`src/rtl/mem_port_arbiter.sv`:
```
// mem_port_arbiter: shares one single-port unified memory between the CPU fetch
// port and the CPU load/store port. Data side has priority, bounded by a fetch
// anti-starvation limit. Define MEM_PORT_ARBITER_PERF_EN to add perf counters.

module mem_port_arbiter #(
   parameter int unsigned AW           = 32,
   parameter int unsigned DW           = 32,
   parameter int unsigned MEM_LAT      = 1,
   parameter int unsigned STARVE_LIMIT = 4
) (
   input  logic          i_clk,
   input  logic          i_reset_s,
   input  logic          i_if_req,
   input  logic [AW-1:0] i_if_addr,
   output logic          o_if_ack,
   output logic [DW-1:0] o_if_rdata,
   input  logic          i_d_req,
   input  logic          i_d_we,
   input  logic [AW-1:0] i_d_addr,
   input  logic [DW-1:0] i_d_wdata,
   output logic          o_d_ack,
   output logic [DW-1:0] o_d_rdata,
   output logic          o_mem_en,
   output logic          o_mem_read,
   output logic          o_mem_write,
   output logic [AW-1:0] o_mem_addr,
   output logic [DW-1:0] o_mem_wdata,
   input  logic [DW-1:0] i_mem_rdata,
`ifdef MEM_PORT_ARBITER_PERF_EN
   output logic [31:0]   o_perf_conflicts,
   output logic [31:0]   o_perf_fetch_wait,
`endif
   output logic          o_busy
);

   localparam logic [3:0] LP_LIMIT = 4'(STARVE_LIMIT);
   localparam logic [2:0] LP_LAT   = 3'(MEM_LAT);

   typedef enum logic [1:0] {StIdle, StAccess, StWait, StDone} state_t;

   state_t        r_state;
   logic          r_owner_d;   // 1: data port owns the access, 0: fetch port
   logic          r_we;
   logic [3:0]    r_starve;
   logic [2:0]    r_wait;
   logic          r_if_ack;
   logic          r_d_ack;
   logic [DW-1:0] r_if_rdata;
   logic [DW-1:0] r_d_rdata;
   logic          r_mem_en;
   logic          r_mem_read;
   logic          r_mem_write;
   logic [AW-1:0] r_mem_addr;
   logic [DW-1:0] r_mem_wdata;
   logic          r_busy;

   logic w_sel_data;
   logic w_sel_fetch;

   // Data wins unless fetch is pending and has been passed over too often
   assign w_sel_data  = i_d_req && ((r_starve < LP_LIMIT) || !i_if_req);
   assign w_sel_fetch = !w_sel_data && i_if_req;

   // Arbitration FSM with registered memory strobes, acks and read data
   always_ff @(posedge i_clk) begin
      if (i_reset_s) begin
         r_state     <= StIdle;
         r_owner_d   <= 1'b0;
         r_we        <= 1'b0;
         r_starve    <= '0;
         r_wait      <= '0;
         r_if_ack    <= 1'b0;
         r_d_ack     <= 1'b0;
         r_if_rdata  <= '0;
         r_d_rdata   <= '0;
         r_mem_en    <= 1'b0;
         r_mem_read  <= 1'b0;
         r_mem_write <= 1'b0;
         r_mem_addr  <= '0;
         r_mem_wdata <= '0;
         r_busy      <= 1'b0;
      end else begin
         // Strobes and acks are single-cycle pulses
         r_if_ack    <= 1'b0;
         r_d_ack     <= 1'b0;
         r_mem_en    <= 1'b0;
         r_mem_read  <= 1'b0;
         r_mem_write <= 1'b0;
         case (r_state)
            StIdle: begin
               if (w_sel_data) begin
                  r_owner_d   <= 1'b1;
                  r_we        <= i_d_we;
                  r_mem_addr  <= i_d_addr;
                  r_mem_wdata <= i_d_wdata;
                  r_mem_en    <= 1'b1;
                  r_mem_read  <= !i_d_we;
                  r_mem_write <= i_d_we;
                  r_busy      <= 1'b1;
                  r_state     <= StAccess;
                  if (!i_if_req) begin
                     r_starve <= '0;
                  end else if (r_starve < LP_LIMIT) begin
                     r_starve <= r_starve + 4'd1;
                  end
               end else if (w_sel_fetch) begin
                  r_owner_d   <= 1'b0;
                  r_we        <= 1'b0;
                  r_mem_addr  <= i_if_addr;
                  r_mem_en    <= 1'b1;
                  r_mem_read  <= 1'b1;
                  r_busy      <= 1'b1;
                  r_state     <= StAccess;
                  r_starve    <= '0;
               end else begin
                  // No selection implies fetch is not requesting
                  r_starve <= '0;
               end
            end
            StAccess: begin
               if (r_we) begin
                  r_d_ack <= 1'b1;
                  r_state <= StDone;
               end else begin
                  r_wait  <= LP_LAT;
                  r_state <= StWait;
               end
            end
            StWait: begin
               r_wait <= r_wait - 3'd1;
               if (r_wait == 3'd1) begin
                  if (r_owner_d) begin
                     r_d_rdata <= i_mem_rdata;
                     r_d_ack   <= 1'b1;
                  end else begin
                     r_if_rdata <= i_mem_rdata;
                     r_if_ack   <= 1'b1;
                  end
                  r_state <= StDone;
               end
            end
            StDone: begin
               r_busy  <= 1'b0;
               r_state <= StIdle;
            end
            default: r_state <= StIdle;
         endcase
      end
   end

   assign o_if_ack    = r_if_ack;
   assign o_if_rdata  = r_if_rdata;
   assign o_d_ack     = r_d_ack;
   assign o_d_rdata   = r_d_rdata;
   assign o_mem_en    = r_mem_en;
   assign o_mem_read  = r_mem_read;
   assign o_mem_write = r_mem_write;
   assign o_mem_addr  = r_mem_addr;
   assign o_mem_wdata = r_mem_wdata;
   assign o_busy      = r_busy;

`ifdef MEM_PORT_ARBITER_PERF_EN
   logic [31:0] r_perf_conflicts;
   logic [31:0] r_perf_fetch_wait;

   // Saturating conflict and fetch-wait event counters
   always_ff @(posedge i_clk) begin
      if (i_reset_s) begin
         r_perf_conflicts  <= '0;
         r_perf_fetch_wait <= '0;
      end else begin
         if ((r_state == StIdle) && i_if_req && i_d_req && (r_perf_conflicts != '1)) begin
            r_perf_conflicts <= r_perf_conflicts + 32'd1;
         end
         if (i_if_req && !r_if_ack && (r_perf_fetch_wait != '1)) begin
            r_perf_fetch_wait <= r_perf_fetch_wait + 32'd1;
         end
      end
   end

   assign o_perf_conflicts  = r_perf_conflicts;
   assign o_perf_fetch_wait = r_perf_fetch_wait;
`endif

endmodule

```
`config.mk`:
```
export PLATFORM = sky130hd
export DESIGN_NAME = mem_port_arbiter
export DESIGN_NICKNAME = d
export VERILOG_FILES = /design/src/rtl/mem_port_arbiter.sv
export SDC_FILE = /design/constraint.sdc
export NUM_CORES = 1
export LEC_CHECK = 0
export BUFFER_PORTS_ARGS = -buffer_cell sky130_fd_sc_hd__buf_4
export CAP_MARGIN = 15
export CORE_MARGIN = 1
export CORE_UTILIZATION = 45
export DETAILED_ROUTE_END_ITERATION = 8
export PLACE_DENSITY = 0.84
export REMOVE_ABC_BUFFERS = 1
export SETUP_SLACK_MARGIN = 0.4
export SLEW_MARGIN = 25
export SYNTH_ARGS = -nofsm -noshare
export SYNTH_HDL_FRONTEND = slang
export SYNTH_SLANG_ARGS = --single-unit
```
`constraint.sdc`:
```
create_clock -name i_clk -period 4.34 [get_ports i_clk]
set_input_delay 0.651 -clock i_clk [delete_from_list [all_inputs] [get_ports i_clk]]
set_output_delay 0.651 -clock i_clk [all_outputs]
set_load 0.01 [all_outputs]
```
======== Word level (Yosys, flattened, before mapping) ========
Cells that the tools add are included.
Widths: inputs -> output; s select.
storage, ports and cells
  flip-flop bits (word level) ............. 145
  input port bits ......................... 133
  output and inout port bits .............. 134
  logic and storage cells ................. 78
cells by class
  add/sub/neg operators ................... 2
  $lt $le $gt $ge ......................... 1
  equal/unequal tests ..................... 8
  multiplexer cells ....................... 26
  bitwise logic cells ..................... 5
  reductions and logical operators ........ 21
operators by type and width
  operator             number
  $mux 32              2
  $mux 1               13
  $mux 4               3
  $reduce_and 2->1     6
  $pmux 2 s4           1
  $mux 2               3
  $pmux 3 s2           1
  $reduce_and 3->1     2
  $reduce_bool 2->1    3
  $reduce_or 3->1      2
  $not 1->1            5
  $add 4x1->4 const B  1
  $eq 2x2->1 const B   2
  $lt 4x3->1 const B   1
  $ne 2x2->1 const B   2
  $pmux 1 s2           2
  $eq 3x1->1 const B   1
  $logic_not 1->1      3
  $mux 3               1
  $ne 3x2->1 const B   1
  $ne 3x3->1 const B   1
  $sub 3x1->3 const B  1
  $eq 2x1->1 const B   1
  $logic_and 1x1->1    2
  3 further kinds      3

======== Depth between registers and ports, before layout ========
Gate-level depths: netlist of the first run.
  depth in word-level cells ............... 8
  gate-level depth with buffers ........... 8
  gate-level depth less buffers ........... 6

======== Least setup slack after synthesis of the first run ========
OpenSTA, ideal clock, no wires.
  kind .................................... input to register
  start point ............................. input port i_if_req
  end point ............................... register r_mem_addr[10], in the netlist o_mem_addr[10]
  library setup time ...................... 146 ps
  arrival time ............................ 1457 ps
  required time ........................... 4194 ps
  path slack .............................. 2737 ps
  stages on the path ...................... 7
  path buffers ............................ 3
  cell sequence ........................... buf_6 -> o21ai_4 -> and2_4 -> buf_12 -> buf_12 -> a21oi_2 -> a211oi_2
between the ends
  word-level cells in the longest chain between the ends .. 7
  elaborated cells on any way between the ends .. 8
  those cells by class .................... 1 x mux; 7 x reduce/logical
ends and longest elaborated chain
  element                      line  text
  start: declaration           13    input logic i_if_req,
  $logic_not 1->1              n/a
  $logic_or 1x1->1             61    assign w_sel_data = i_d_req && ((r_starve < LP_LIMIT) || !i_if_req);
  $logic_and 1x1->1            61
  $logic_not 1->1              62    assign w_sel_fetch = !w_sel_data && i_if_req;
  $logic_and 1x1->1            62
  $reduce_bool 2->1 (no line)  n/a
  $reduce_and 2->1 (no line)   n/a
  end signal: assignment       94    r_mem_addr <= i_d_addr;
  end signal: assignment       109   r_mem_addr <= i_if_addr;
  end: declaration             53    logic [AW-1:0] r_mem_addr;
Several ways; a longest one is shown, not always the timed one.
A chain may end at the register's enable or synchronous reset.

======== Final worst setup path of the first run ========
  start point ............................. register r_state[0]
  end point ............................... register r_if_rdata[29], in the netlist o_if_rdata[29]
between the ends
  word-level cells in the longest chain between the ends .. 2
ends and longest elaborated chain
  element                     line  text
  start: declaration          41    state_t r_state;
  start signal: assignment    67    r_state <= StIdle;
  start signal: assignment    100   r_state <= StAccess;
  start signal: assignment    113   r_state <= StAccess;
  $eq 2x2->1                  89    case (r_state)
  $reduce_and 3->1 (no line)  n/a
  end signal: assignment      136   r_if_rdata <= i_mem_rdata;
  end: declaration            48    logic [DW-1:0] r_if_rdata;
No other way between the ends.

==> results of run 1 <==
==> registers in the layout (all words and copies together) (netlist names), 2 cells and up <==
name         cells
o_d_rdata       32
o_if_rdata      32
o_mem_addr      32
o_mem_wdata     32
r_starve         4
r_state          2
r_wait           3
==> per-stage QoR <==
step / cell area [µm²] / util / setup slack [ns] / hold WS [ns] / instances
2_1_floorplan: 5510 / - / 2.51 / 0.426 / 633
3_3_place_gp: 7790 / 0.614 / 2.11 / 0.440 / 1079
3_5_place_dp: 7790 / 0.615 / 1.95 / 0.447 / 1079
4_1_cts: 8380 / 0.661 / 1.92 / 0.418 / 1111
5_1_grt: 8380 / 0.661 / 1.89 / 0.431 / 1111
6_report: 8380 / 0.661 / 2.18 / 0.434 / 1111
==> layer usage <==
metal | vias to the layer above | global-route usage | wire length [µm]
li1 | 2742 | - | -
met1 | 2516 | 0.257 | 6350
met2 | 211 | 0.381 | 7620
met3 | 49 | 0.0804 | 1240
met4 | 0 | 0.132 | 612
met5 | - | 0 | 0
==> kinds of logic (layout without fill, tap and decap cells) <==
family                   Yosys count  count (layout)  synth area share
AO/OA/AOI/OAI                    179             179             0.220
buffers and inverters             57             312            0.0676
AND/OR/NAND/NOR                  294             294             0.201
flip-flops                       145             145             0.493
adder cells (fa/ha/maj)            8               8            0.0170
multiplexers                       1               1           0.00170
==> path summary, 6_finish.rpt <==
path	startpoint	endpoint	slack [ns]	depth (start not counted)
worst min register to register	o_mem_wdata[25]	o_mem_wdata[25]	0.45	2
worst min-delay path	i_d_we	o_mem_read	0.43	2
worst max-delay path	r_state[0]	o_if_rdata[29]	2.18	7
worst max register to register	r_state[0]	o_if_rdata[29]	2.18	7
==> power groups by stage <==
stage / clock [W] / combinational [W] / sequential [W]
after floorplan: 0 / 0.000636 / 0.00178
after global placement: 0 / 0.00130 / 0.00169
after detailed placement: 0 / 0.00132 / 0.00170
after CTS: 0.00147 / 0.00132 / 0.00167
after global routing: 0.00154 / 0.00144 / 0.00170
final: 0.00145 / 0.00132 / 0.00167
==> worst reg2reg max path: stages (launching register included) <==
cell      delay [ns]
dfxtp_1         0.34
inv_1           0.14
ha_1            0.27
nand3b_2        0.14
nor2_2          0.69
buf_4           0.32
nand2_1         0.08
a21oi_1         0.12
==> area by class of cell <==
class | count | area, µm² | area share
Clock inverter | 12 | 120 | 0.0143
Multi-Input combinational cell | 482 | 2590 | 0.310
Tap cell | 172 | 215 | 0.0257
Inverter | 6 | 22.5 | 0.00269
Sequential cell | 145 | 2900 | 0.346
Clock buffer | 20 | 467 | 0.0557
Timing Repair Buffer | 274 | 2060 | 0.246
==> synth_stat cells (2+ instances only) <==
library cell / n / area share
nand2b_1: 3 / 0.0032
buf_12: 5 / 0.017
buf_6: 4 / 0.0076
clkbuf_1: 12 / 0.0076
o21ai_0: 3 / 0.0025
nor3b_1: 2 / 0.0025
nor2_2: 3 / 0.0032
buf_4: 4 / 0.0051
a211oi_2: 28 / 0.059
o21ai_4: 2 / 0.0055
inv_1: 5 / 0.0032
a211oi_1: 6 / 0.0076
dfxtp_1: 145 / 0.49
and2_4: 3 / 0.0045
buf_8: 3 / 0.0076
a21oi_1: 98 / 0.083
nand2_1: 232 / 0.15
nand3_1: 3 / 0.0025
ha_1: 8 / 0.017
a21oi_2: 37 / 0.055
nor2_1: 39 / 0.025
buf_2: 19 / 0.016
buf_1: 4 / 0.0025
==> results.md, run 1 <==
- Status: completed
- Commonest non-fill, non-tap cell in the layout: buf_4
- Clk_skew: 0.00638 ns
- Post-Syn Area: 5890 µm²
- EDFF count, synth: 0
- Pre-Repair DR Iteration Count: 5
- Post-CTS Setup Inserts: 0
- Overall power: about 0.0044 W
- Root buf cell: clkbuf_16
- Placer Congestion: between 0.7 and 0.8
- Transition time of the tightest slew-check pin: 0.887 ns
- Combinational power share: 0.297
- Critical Path Max Stage Delay: a little under 0.7 ns
- PortBufs: around 270
- CP cell instances: inv_1 -> ha_1 -> nand3b_2 -> nor2_2 -> buf_4 -> nand2_1 -> a21oi_1
- Most frequent cells in the layout: buf_4 (274), nand2_1 (231), dfxtp_1 (145)
- Gr usage total: 0.230
- RSZ-0062 raised after global routing: false
- Final min period: 2.16 ns
- Sw Ratio: 0.326
- Max-slew headroom: 0.409
- Fin Setup TNS: 0 ns
- Seq/Total Area, Yosys: 0.493
- TritonCTS clock tree: done
- Die X: 116 µm
- Max-cap viol count: 0
- Synth async-reset ratio: 0
- DR vias: between 5,000 and 6,000
- Clock latency on the worst-skew pair: 0.42 ns
- Core Box Area: 12,700 µm²
- Buf/Inv on CP: 2
- Family with the most delay on the worst path: simple AND/OR/NAND/NOR gates
- Final hold vios: 0
- Share of layout cells above drive strength 1: 0.411
- # nets final: between 1,000 and 1,500
- Vias in the first global route: a little over 5,000
- Psw: 0.00145 W
- Diode count: 0
- Slowest CP cell: nor2_2
- Flop pwr share: 0.377
- Final WL: 15,800 µm
- CP arrival: 2.51 ns
- Fin crit share: 0.497
- CP Capture Type: flop
- Global-route wire length before repair: ~24,000 µm
- Hold Crit Class: input port to flop
- Routed Antenna Nets: 0
- Slew Viols, Final: 0
- Post-synthesis cell type count: 39
- Initial drt markers: 320
- Final setup violation count: 0
- Number of fill cells: about 1,100
- GR Overflow Total: 0
- Total CTS buffers: 17
- Clk sink count: around 150
- Synthesized instance count: 684
- Routed len/inst: about 14 µm
- Die height: 116 µm
- Pwr per Cell Area: between 500 and 600 nW/µm²
- Crit path max fanout: 22
- Largest net degree at the start of global routing: between 60 and 70
- Post-DP HPWL: 10,800 µm
- Syn. warnings: 0
- H-tree Lvls: 4
- Clock power frac: 0.326
- # rows: 41
- Crit path kind: flop to flop
- Area growth syn-to-layout: 42.3%
- CP Data Required Time: 4.70 ns
- Resize count post-CTS: 0
- Syn Area/Cell: 8.61 µm²
- Vias per cell: around 5.0
- Initial core utilization: 0.465
- Remaining DRCs: 0
- Initial antenna violation count: 0
- CTS Hold Bufs: 0
- Clock Path Buffers: 2
- Main synth FF type: dfxtp_1
- Static leakage: 3.55 nW
- Seq cells post-synth: around 150
- Die ar.: 13,500 µm²
- Startpoint Class: flop
- Ports: approximately 270
- Worst-path clk slew: 0.06 ns
- Peak Freq: 0.463 GHz
- Worst VDD drop: 0.348 mV
- Cell internal pwr: 0.00299 W
Power figures use the tool's default switching activity.
==> run 2, diff against run 1 <==
CORE_UTILIZATION = 42   (was 45)
PLACE_DENSITY = 0.83   (was 0.84)
clock period = 1.75 ns   (was 4.34 ns; I/O delays follow)
==> run 2 against run 1 <==
  * Clock-buffer cell count rose by 2
  * Die area rose by 7.0%
  * Wire length rose by 21%
  * Clock skew rose by 0.0055 ns
  * Cell area rose by 14%
  * Cell count rose by 4.1%
==> results.md, run 2 (synthesized netlist as in run 1, its figures left out) <==
- Status: completed
- Max-slew headroom: 0.723 (+0.315)
- Largest net degree at the start of global routing: 83 (+20%)
- PortBufs: 266 (unchanged)
- Ports: 267 (unchanged)
- Clock power frac: 0.290 (-0.036)
- Psw: 0.00401 W (+180%)
- GR Overflow Total: 0 (unchanged)
- Slowest CP cell: dfxtp_2
- Most frequent cells in the layout: buf_4 (277), nand2_1 (185), dfxtp_1 (142)
- Fin Setup TNS: 0 ns (unchanged)
- Placed cells: 1,092 (+1.2%)
- Startpoint Class: flop
- Pre-Repair DR Iteration Count: 4 (-1)
- Placer Congestion: 0.781 (+1.1%)
- Final hold vios: 0 (unchanged)
- Worst VDD drop: 0.953 mV (+170%)
- Vias per cell: 5.08 (+2.3%)
- Peak Freq: 0.642 GHz (+39%)
- Max-cap viol count: 0 (unchanged)
- Post-DP HPWL: 11,100 µm (+2.2%)
- Family with the most delay on the worst path: simple AND/OR/NAND/NOR gates
- Initial antenna violation count: 0 (unchanged)
- Clk_skew: 0.0118 ns (+0.00545 ns)
- Commonest non-fill, non-tap cell in the layout: buf_4
- RSZ-0062 raised after global routing: true
- R2r worst-path depth: 8 (+1)
- Cells on Worst Hold Path: 2 (unchanged)
- Root buf cell: clkbuf_16
- Routed len/inst: 16.6 µm (+16%)
- Clock latency on the worst-skew pair: 0.42 ns (about the same)
- CP Capture Type: flop
- Transition time of the tightest slew-check pin: 0.415 ns (-0.472 ns)
- Die ar.: 14,500 µm² (+7.0%)
- Final WL: 19,200 µm (+21%)
- Hold path endpoint: o_mem_read
- Layer with the highest usage: met2
- Final core utilization: 0.710 (+0.0489)
- R2R Path Start: r_state[0]
- # rows: 42 (+2.4%)
- Crit path kind: flop to flop
- Routed Antenna Nets: 0 (unchanged)
- Met1 GRT Util: 0.272 (+0.0151)
- Overall power: 0.0125 W (+180%)
- Buf/Inv on CP: 3 (+1)
- Diode count: 0 (unchanged)
- Global-route wire length before repair: 26,500 µm (+9.9%)
- H-tree Lvls: 4 (unchanged)
- Die height: 120 µm (+3.4%)
- Crit path max fanout: 8 (-64%)
- Hold slack: 0.0459 ns (-0.388 ns)
- Final setup violation count: 0 (unchanged)
- CP arrival: 1.89 ns (-0.62 ns)
- Slew Viols, Final: 0 (unchanged)
- Clock Path Buffers: 2 (unchanged)
- Fin crit share: 0.889 (+0.392)
- Pwr per Cell Area: 1310 nW/µm² (+150%)
- Worst-path clk slew: 0.06 ns (about the same)
- Gr usage total: 0.234 (+0.00386)
- TritonCTS clock tree: done
- Initial drt markers: 360 (+13%)
- Sw Ratio: 0.322 (-0.00360)
- CP cell instances: inv_2 -> buf_4 -> ha_4 -> nand3b_4 -> nand2b_4 -> clkbuf_16 -> nand2_1 -> a21oi_1
- Cell internal pwr: 0.00845 W (+180%)
- FF-to-FF setup slack: 0.19 ns (-1.99 ns)
- Total CTS buffers: 17 (unchanged)
- Clk sink count: 145 (unchanged)
- Static leakage: 4.08 nW (+15%)
- Critical Path Max Stage Delay: 0.34 ns (-0.35 ns)
- Final min period: 1.56 ns (-0.602 ns)
- Core Box Area: 13,500 µm² (+6.2%)
- Non-filler cells in the finished layout: 1,157 (+4.1%)
- Hold path startpoint: i_d_we
- Initial core utilization: 0.438 (-0.0270)
- Die X: 120 µm (+3.4%)
- CTS Hold Bufs: 0 (unchanged)
- GR Layer Usage met3: 0.0599 (-0.0205)
- Flop pwr share: 0.336 (-0.041)
- Share of layout cells above drive strength 1: 0.517 (+0.106)
- # nets final: 1,109 (+3.9%)
- Remaining DRCs: 0 (unchanged)
- Hold Crit Class: input port to flop
- Area growth syn-to-layout: 62.2%
- CP Depth: 8 (+1)
- FF-to-FF End: o_if_rdata[13]
- DR vias: 5,876 (+6.5%)
- Vias in the first global route: 5,549 (+9.3%)
- Met2 Track Usage GR: 0.399 (+0.0180)
- Combinational power share: 0.374 (+0.077)
- CP Data Required Time: 2.09 ns (-2.61 ns)
run 2: how the worst max path moves through the flow:
stage | slack (ns) | start | endpoint
5_1_grt | 0.14 | r_state[0] | o_if_rdata[13]
2_1_floorplan | -0.02 | r_state[0] | o_if_rdata[0]
4_1_cts | 0.28 | r_state[0] | o_d_rdata[16]
3_5_place_dp | 0.14 | r_state[0] | o_mem_wdata[3]
6_report | 0.19 | r_state[0] | o_if_rdata[13]
3_3_place_gp | 0.18 | r_state[0] | o_mem_wdata[3]
run 2: stage by stage:
| step | setup WS, ns | area, µm² |
|---|---|---|
| final | 0.193 | 9550 |
| after detailed placement | 0.140 | 8030 |
| after CTS | 0.284 | 8870 |
| after global routing | 0.145 | 9550 |
| after global placement | 0.178 | 8030 |
| after floorplan | -0.0170 | 5510 |
run 2: routing by layer:
layer	part of all wire	vias up
met1	0.41	2757
met2	0.50	248
met3	0.073	44
li1	-	2827
met5	0	-
met4	0.024	0
run 2: power groups by stage:
stage / Sequential [W] / Clock (W) / Combinational [W]
after global routing: 0.00425 / 0.00380 / 0.00498
after floorplan: 0.00442 / 0 / 0.00158
after CTS: 0.00417 / 0.00365 / 0.00396
after global placement: 0.00420 / 0 / 0.00349
after detailed placement: 0.00421 / 0 / 0.00356
final: 0.00419 / 0.00362 / 0.00466
run 2: layout make-up:
class,instances,area (µm²)
Sequential cell,145,2910
Tap cell,176,220
Clock buffer,22,474
Fill cell,953,3900
Multi-Input combinational cell,483,2940
Clock inverter,10,109
Timing Repair Buffer,315,2880
Inverter,6,22.5
run 2: repair_timing:
item,CTS,global route
gates resized for setup,25,89
pin swaps,4,39
endpoints found under the setup margin,142,142
cloned,3,16
setup buffers,11,3
